## src/rtl/mem_access_initiator.sv

```systemverilog
// mem_access_initiator: single-outstanding main-memory initiator arbitrating instruction fetch and load/store.
// Defining MEM_INIT_ALIGN_CHECK_EN adds data_err and traps misaligned Dias16/Dias32 data accesses.
package PkgFrost32Cpu;
    localparam logic [1:0] Dias8 = 2'd0, Dias16 = 2'd1, Dias32 = 2'd2;
endpackage

package PkgMainMem;
    localparam logic DiatRead = 1'b0, DiatWrite = 1'b1;
    typedef struct packed {
        logic req_mem_access;
        logic data_inout_access_type;
        logic [1:0] data_inout_access_size;
        logic [31:0] addr;
        logic [31:0] data;
    } PortIn_MainMem;
    typedef struct packed {
        logic [31:0] data;
        logic stall;
    } PortOut_MainMem;
endpackage

module mem_access_initiator
    import PkgMainMem::*, PkgFrost32Cpu::*;
#(
    parameter int STARVE_LIMIT = 4,
    parameter int CNT_WIDTH = 3
) (
    input  logic clk,
    input  logic reset_n,
    input  logic fetch_valid,
    input  logic [31:0] fetch_addr,
    output logic fetch_ready,
    output logic fetch_done,
    output logic [31:0] fetch_rdata,
    input  logic data_valid,
    input  logic data_we,
    input  logic [1:0] data_size,
    input  logic data_signed,
    input  logic [31:0] data_addr,
    input  logic [31:0] data_wdata,
    output logic data_ready,
    output logic data_done,
    output logic [31:0] data_rdata,
    output PortIn_MainMem mem_req,
    input  PortOut_MainMem mem_resp,
    output logic busy
`ifdef MEM_INIT_ALIGN_CHECK_EN
    ,
    output logic data_err
`endif
);
    typedef enum logic [1:0] {IDLE, ISSUE, CAPTURE, RESP} state_t;
    state_t state, state_nx;
    logic [CNT_WIDTH-1:0] cnt;
    logic sel_data, r_we, r_sgn, starved, data_grant, fetch_grant, misalign;
    logic [1:0] r_size;
    logic [31:0] r_addr, r_wdata, rd_ext;

    assign starved = fetch_valid && cnt == CNT_WIDTH'(STARVE_LIMIT);
    assign data_grant = state == IDLE && data_valid && !starved;
    assign fetch_grant = state == IDLE && fetch_valid && !data_grant;
    assign rd_ext = r_size == Dias8 ? {{24{r_sgn & mem_resp.data[7]}}, mem_resp.data[7:0]} :
                    r_size == Dias16 ? {{16{r_sgn & mem_resp.data[15]}}, mem_resp.data[15:0]} :
                    mem_resp.data;

`ifdef MEM_INIT_ALIGN_CHECK_EN
    logic r_err;
    assign misalign = data_grant && ((data_size == Dias16 && data_addr[0]) ||
                                     (data_size == Dias32 && data_addr[1:0] != 2'b00));
    assign data_err = state == RESP && r_err;
    always_ff @(posedge clk)
        if (!reset_n) r_err <= 1'b0;
        else if (data_grant || fetch_grant) r_err <= misalign;
`else
    assign misalign = 1'b0;
`endif

    always_ff @(posedge clk)
        state <= !reset_n ? IDLE : state_nx;

    always_comb begin
        state_nx = IDLE;
        case (state)
            IDLE:    state_nx = misalign ? RESP : (data_grant || fetch_grant) ? ISSUE : IDLE;
            ISSUE:   state_nx = mem_resp.stall ? ISSUE : r_we ? RESP : CAPTURE;
            CAPTURE: state_nx = mem_resp.stall ? CAPTURE : RESP;
            default: state_nx = IDLE;
        endcase
    end

    always_comb begin
        fetch_ready = fetch_grant;
        data_ready = data_grant;
        fetch_done = state == RESP && !sel_data;
        data_done = state == RESP && sel_data;
        busy = state != IDLE;
        mem_req.req_mem_access = state == ISSUE || state == CAPTURE;
        mem_req.data_inout_access_type = r_we;
        mem_req.data_inout_access_size = r_size;
        mem_req.addr = r_addr;
        mem_req.data = r_wdata;
    end

    // The starve count only rises while fetch waits, so it never passes STARVE_LIMIT.
    always_ff @(posedge clk) begin
        if (!reset_n) begin
            cnt <= '0;
            sel_data <= 1'b0;
            r_we <= 1'b0;
            r_sgn <= 1'b0;
            r_size <= 2'b00;
            r_addr <= '0;
            r_wdata <= '0;
            fetch_rdata <= '0;
            data_rdata <= '0;
        end else begin
            cnt <= (!fetch_valid || fetch_grant) ? '0 : data_grant ? cnt + 1'b1 : cnt;
            if (data_grant || fetch_grant) begin
                sel_data <= data_grant;
                r_we <= data_grant && data_we;
                r_sgn <= data_grant && data_signed;
                r_size <= data_grant ? data_size : Dias32;
                r_addr <= data_grant ? data_addr : fetch_addr;
                r_wdata <= data_grant ? data_wdata : '0;
            end
            if (misalign || (state == ISSUE && !mem_resp.stall && r_we)) data_rdata <= '0;
            if (state == CAPTURE && !mem_resp.stall && sel_data) data_rdata <= rd_ext;
            if (state == CAPTURE && !mem_resp.stall && !sel_data) fetch_rdata <= mem_resp.data;
        end
    end
endmodule

```

## config.mk

```make
export PLATFORM = sky130hd
export DESIGN_NAME = mem_access_initiator
export DESIGN_NICKNAME = d
export VERILOG_FILES = /design/src/rtl/mem_access_initiator.sv
export SDC_FILE = /design/constraint.sdc
export NUM_CORES = 1
export LEC_CHECK = 0
export CAP_MARGIN = 30
export CORE_MARGIN = 10
export CORE_UTILIZATION = 40
export CTS_CLUSTER_DIAMETER = 80
export DETAILED_ROUTE_END_ITERATION = 10
export HOLD_SLACK_MARGIN = 0.12
export PLACE_DENSITY = 0.8
export RECOVER_POWER = 50
export SLEW_MARGIN = 20
export SYNTH_ARGS = -nofsm -noshare
export SYNTH_HDL_FRONTEND = slang
export SYNTH_SLANG_ARGS = --single-unit
```

## constraint.sdc

```tcl
create_clock -name clk -period 1.8 [get_ports clk]
set_input_delay 0.36 -clock clk [delete_from_list [all_inputs] [get_ports clk]]
set_output_delay 0.36 -clock clk [all_outputs]
set_load 0.01 [all_outputs]
```

==> results of run 1 <==
==> power by group <==
part	switching, mW	internal, mW	leakage [nW]
Combinational	0.719	0.890	1.92
Sequential	0.102	3.22	1.12
Clock	1.33	2.57	0.315
Total	2.15	6.67	3.36
==> sequential cells by signal (all words and copies together), names as in the netlist <==
name,count
data_rdata,32
fetch_rdata,32
r_addr,32
r_wdata,32
cnt,3
r_size,2
state,2
r_sgn,1
r_we,1
sel_data,1
==> final cells by class <==
class | instances | area [µm²]
fillers | 989 | 4036
repair buffers | 303 | 3062
flip-flops and latches | 138 | 2764
multi-input cells | 396 | 2469
clock buffers | 21 | 470.5
well taps | 176 | 220.2
clock inverters | 11 | 191.4
inverters | 8 | 30.03
==> placed cells by master, fill, tap and decap left out, drive strengths merged <==
cell / count
bufinv: 5
inv: 8
a22o: 1
o21ai: 27
clkinv: 3
nand2b: 4
a21boi: 43
nor2b: 76
mux2i: 1
and2: 1
dlymetal6s2s: 1
nand3: 15
a31oi: 3
nand4b: 1
mux2: 1
a21oi: 3
o211ai: 1
clkinvlp: 3
nand3b: 1
dfxtp: 138
nor3b: 1
clkbuf: 21
clkdlybuf4s15: 1
nand2: 127
or2: 1
and3b: 1
a22oi: 44
nor2: 6
ha: 6
buf: 36
a222oi: 32
clkdlybuf4s50: 265
==> tightest hold or removal path: cells and delay by family <==
family                 cells  cell delay (ns)
AO/OA/AOI/OAI              1             0.06
buffers and inverters      1             0.24
AND/OR/NAND/NOR            1             0.09
==> Yosys cell counts (2+ instances only) <==
library cell and count:
clkbuf_1 25, nor2b_1 76, buf_4 3, o21ai_0 25
ha_1 6, inv_1 8, dfxtp_1 138, a21boi_1 17
a22oi_1 44, a21boi_0 24, nand3_1 15, buf_2 21
a222oi_1 32, a31oi_1 2, a21oi_1 2, nand2_1 127
nand2b_1 4, nor2_1 6
==> metal layers <==
metal | share of wire [%] | track usage [%] | up-vias
li1 | - | - | 2608
met1 | 38 | 22.54 | 2611
met2 | 49 | 34.99 | 268
met3 | 11 | 9.225 | 25
met4 | 2.1 | 7.870 | 0
met5 | 0 | 0 | -
==> cell families after synthesis <==
logic type	after synthesis
adder cells (fa/ha/maj)	6
AND/OR/NAND/NOR	234
flip-flops	138
buffers and inverters	57
AO/OA/AOI/OAI	153
multiplexers	2
==> timing repair <==
item,in CTS,in global routing
gates cloned,0,1
pin swaps,1,4
setup endpoints to repair,7,16
gates resized for setup,33,8
buffers inserted,0,1
==> worst paths after layout <==
path	depth (start not counted)	to	slack, ns
worst max-delay path	1	mem_req[27]	0.06
worst min-delay path	3	data_rdata[18]	0.39
worst max register to register	8	r_addr[21]	0.10
worst min register to register	2	data_rdata[10]	0.45
==> run_results.csv, run 1 <==
group,metric,value,unit
synth,syn-num-nets,733,
power,power_density,958.8,mW/mm²
clock_network,cts_max_path_buffers,2,
power,vdd_drop_max,0.6166,mV
drt,drc_errors,0,
sta,worstMarginPinSlew,0.4929,ns
setup_path,crit_path_end_kind,"primary output",
hold_path,holdCritPathClass,"input port to register",
sta,finalHoldViolCount,0,
global_route,grt_pass1_wl,30640,µm
clock_network,clock-sinks,138,
setup_path,slowest_delay,0.61,ns
clock_network,clk_pin_slew,0.06,ns
cells_and_area,final_util,69.52,%
cells_and_area,nNetsFinal,1007,
drt,wl_per_cell,19.10,µm
sta,setup_tns,0,ns
setup_path,slowest_stage,"clkdlybuf4s50_1",
setup_path,cp.required,1.44,ns
die,core-area,0.01324,mm²
setup_path,arrival,1.38,ns
power,p_leak,3.360,nW
job,drv_cap,0,
global_route,overflow,0,
die,io-pin-count,274,
global_route,track_usage,20.78,%
die,chipHeight,136.4,µm
synth,yosys.area.top_type,"dfxtp_1",
sta,whs,0.3935,ns
drt,dr.pass1.iters,8,
synth,postSynthCellCount,590,
synth,synth-seq-cells,138,
power,finalPower,8.827,mW
placement,gp_congestion,0.7910,
synth,avgSynthCellArea,9.178,µm²
placement,place_worst_setup_slack,-0.3188,ns
setup_path,critical-path-top-delay-family,"buffers and inverters",
synth,synth_xor_xnor_area_share,0,%
cells_and_area,area_growth,70.01,%
sta,setup_ws,0.06316,ns
die,die_w,136.4,µm
die,initial_core_util,40.89,%
synth,synthFlopType,"dfxtp_1",
cells_and_area,postLayoutCellArea,0.009206,mm²
setup_path,critPathMaxFanout,2,
synth,async_flop_share,0,%
die,row_count,42,
synth,synth.distinct_cells,33,
synth,yosysSeqAreaShare,51.02,%
clock_network,ctsHoldBuffers,0,
setup_path,worstReg2RegStart,"state[0]",
drt,vias,5512,
clock_network,htreeDepth,4,
setup_path,startpoint,"r_wdata[27]",
clock_network,cts_made_buffers,17,
die,die_area,0.01859,mm²
global_route,antenna_found_initial,0,
synth,synth_top_family_by_area,"compound AO/OA/AOI/OAI gates",
setup_path,crit_chain,"clkdlybuf4s50_1",
setup_path,start_kind,"register",
synth,yosys.area_share.simple,20.68,%
hold_path,hold_path_startpoint,"reset_n",
synth,synth_area,0.005415,mm²
cells_and_area,antenna_cells,0,
placement,dp_cells,1019,
sta,period_minus_slack,1.737,ns
synth,synth_top_area_share,51.02,%
clock_network,cts_root_buffer,"clkbuf_16",
sta,setup_viol,0,
sta,drv_slew,0,
setup_path,critical_path_class,"register to primary output",
drt,vias_per_cell,5.235,
sta,maxSlewHeadroom,67.14,%
clock_network,cts_tree,"built",
synth,synth_edf_count,0,
global_route,grt_max_degree,56,
run_status,status,"finished clean",
sta,maxClockFrequency,575.8,MHz
sta,fin_skew,0.006601,ns
drt,dr.first_iter.drc_count,446,
placement,postPlaceCellArea,0.008488,mm²
setup_path,crit_buf_inv,1,
placement,dp_hpwl,14860,µm
cells_and_area,drive_gt1_share,9.692,%
clock_network,clk_latency,0.42,ns
synth,netlist_top_cells_area,"dfxtp_1 51%, nand2_1 8.8%, nor2b_1 8.8%, a22oi_1 6.1%, a222oi_1 5.9%",
drt,wl,20120,µm
placement,portBuffers,273,
synth,synth_compound_area_share,21.88,%
cells_and_area,fin_cells,1053,
synth,synthMuxAreaShare,0.3928,%
global_route,grt_pass1_vias,5654,
synth,ys_warn_count,0,
synth,synth_adder_area_share,1.386,%
drt,ant_nets,0,
sta,period_share,96.49,%
Power figures use the tool's default switching activity.
==> inputs of run 2 (changes only) <==
--- a/config.mk
+++ b/config.mk
@@ -5,14 +5,15 @@
 export SDC_FILE = /design/constraint.sdc
 export NUM_CORES = 1
 export LEC_CHECK = 0
-export CAP_MARGIN = 30
+export CAP_MARGIN = 10
 export CORE_MARGIN = 10
 export CORE_UTILIZATION = 40
 export CTS_CLUSTER_DIAMETER = 80
 export DETAILED_ROUTE_END_ITERATION = 10
 export HOLD_SLACK_MARGIN = 0.12
-export PLACE_DENSITY = 0.8
+export PLACE_DENSITY = 0.76
 export RECOVER_POWER = 50
+export SETUP_SLACK_MARGIN = 0.5
 export SLEW_MARGIN = 20
 export SYNTH_ARGS = -nofsm -noshare
 export SYNTH_HDL_FRONTEND = slang
==> run_results.csv, run 2 (synthesis gave the netlist of run 1 again) <==
group,metric,value,unit
global_route,antenna_found_initial,0,
sta,period_share,95.95,%
cells_and_area,area_growth,68.02,%
clock_network,ctsHoldBuffers,0,
setup_path,slowest_delay,0.33,ns
hold_path,min_path_cells,3,
hold_path,holdCritPathClass,"input port to register",
sta,setup_tns,0,ns
power,p_leak,3.319,nW
sta,fin_skew,0.01046,ns
die,core-area,0.01324,mm²
sta,finalHoldViolCount,0,
clock_network,clk_latency,0.41,ns
sta,setup_viol,0,
setup_path,arrival,1.37,ns
sta,period_minus_slack,1.727,ns
global_route,track_usage,22.28,%
setup_path,crit_path_end_kind,"primary output",
die,die_w,136.4,µm
setup_path,rr_worst_depth,8,
placement,portBuffers,273,
job,drv_cap,0,
setup_path,critical_path_class,"register to primary output",
cells_and_area,mostFrequentLayoutCells,"137 x clkbuf_1, 135 x clkdlybuf4s50_1, 126 x dfxtp_1",
drt,wl_met2,11260,µm
cells_and_area,final_common_cell,"clkbuf_1",
drt,routed.top_layer,"met4",
setup_path,worstSetupPathDepth,5,
drt,route.met3.wl,2524,µm
drt,drc_errors,0,
die,io-pin-count,274,
drt,wl,22670,µm
cells_and_area,antenna_cells,0,
die,row_count,42,
setup_path,critPathMaxFanout,2,
run_status,status,"finished clean",
power,vdd_drop_max,0.6347,mV
clock_network,cts_made_buffers,17,
drt,wl_met1,8313,µm
die,initial_core_util,40.89,%
placement,dp_hpwl,15020,µm
cells_and_area,final_util,68.71,%
setup_path,cp.required,1.44,ns
cells_and_area,nNetsFinal,1039,
sta,rsz0062_at_grt,"true",
cells_and_area,drive_gt1_share,19.51,%
placement,gp_congestion,0.8091,
setup_path,slowest_stage,"dfxtp_2",
setup_path,crit_chain,"inv_2 -> ha_4 -> nand2_4 -> a21oi_4 -> buf_6",
clock_network,clock-sinks,138,
cells_and_area,fill_cells,1084,
setup_path,critical-path-top-delay-family,"flip-flops",
die,die_area,0.01859,mm²
clock_network,cts_tree,"built",
clock_network,cts_max_path_buffers,2,
global_route,overflow,0,
drt,dr.first_iter.drc_count,523,
global_route,grt_pass1_vias,6023,
drt,vias,5846,
drt,wl_per_cell,20.94,µm
sta,worstMarginPinSlew,0.5374,ns
sta,maxClockFrequency,579.0,MHz
clock_network,clk_pin_slew,0.06,ns
sta,maxSlewHeadroom,64.04,%
drt,vias_per_cell,5.398,
drt,dr.pass1.iters,8,
power,power_density,886.4,mW/mm²
drt,ant_nets,0,
clock_network,htreeDepth,4,
setup_path,start_kind,"register",
clock_network,cts_root_buffer,"clkbuf_16",
sta,drv_slew,0,
global_route,grt_max_degree,42,
global_route,grt_pass1_wl,32570,µm
die,chipHeight,136.4,µm
setup_path,crit_buf_inv,2,
## run 2: changes by cell type in the layout (fill, tap and decap cells not counted), sizes merged
cell           before  now
clkdlybuf4s50     265  135
or2                 1    3
clkbuf             21  157
o21ai              27   28
clkinvlp            3    0
clkdlybuf4s15       1    0
dlymetal6s2s        1    0
bufinv              5    0
bufbuf              0    5
clkinv              3    4
buf                36   61
## run 2: worst paths after layout
| check | slack [ns] | startpoint | endpoint |
|---|---|---|---|
| max | 0.07 | cnt[0] | fetch_ready |
| min | 0.42 | reset_n | data_rdata[19] |
| max reg2reg | 0.13 | state[1] | r_addr[7] |
| min reg2reg | 0.45 | fetch_rdata[6] | fetch_rdata[6] |
## run 2: stage by stage
step	hold WS, ns	cell area [µm²]	power [mW]	cells	setup slack (ns)
final	0.4234	9099	8.065	1083	0.07295
after global routing	0.4314	9099	8.369	1083	0.03187
after CTS	0.3892	8787	8.035	1065	0.08230
after detailed placement	0.4459	8453	4.956	1013	-0.3255
after global placement	0.4406	8453	4.908	1013	-0.3269
after floorplan	0.4751	5564	4.085	590	0.4171
## run 2: layout make-up
class / instances / area [µm²] / area share [%]
well taps: 176 / 220.2 / 2.420
multi-input cells: 399 / 2791 / 30.68
repair buffers: 332 / 2788 / 30.64
flip-flops and latches: 138 / 2778 / 30.53
clock inverters: 4 / 20.02 / 0.2200
clock buffers: 26 / 469.2 / 5.157
inverters: 8 / 32.53 / 0.3575
## run 2: timing repair
item | in CTS | in global routing
setup buffers | 12 | 11
gates cloned | 10 | 7
pin swaps | 13 | 56
setup endpoints to repair | 273 | 148
resized for setup | 601 | 115
endpoints found under the hold margin | 0 | 0
## run 2: power breakdown
| part | internal [mW] | switching (mW) |
|---|---|---|
| combinational | 0.939 | 0.817 |
| clock | 1.77 | 1.21 |
| sequential | 3.22 | 0.109 |
| total | 5.93 | 2.13 |
## run 2: worst register-to-register path, delay by kind of cell (launching register included)
family,cells,cell delay [ns]
fa+ha+maj,1,0.18
buf+inv,3,0.51
compound gates,2,0.37
simple gates,2,0.15
flops,1,0.34
## run 2: routing by layer
metal,GRT usage [%],up-vias
li1,-,2689
met1,23.32,2826
met2,38.15,289
met3,10.37,42
met4,8.580,0
met5,0,-
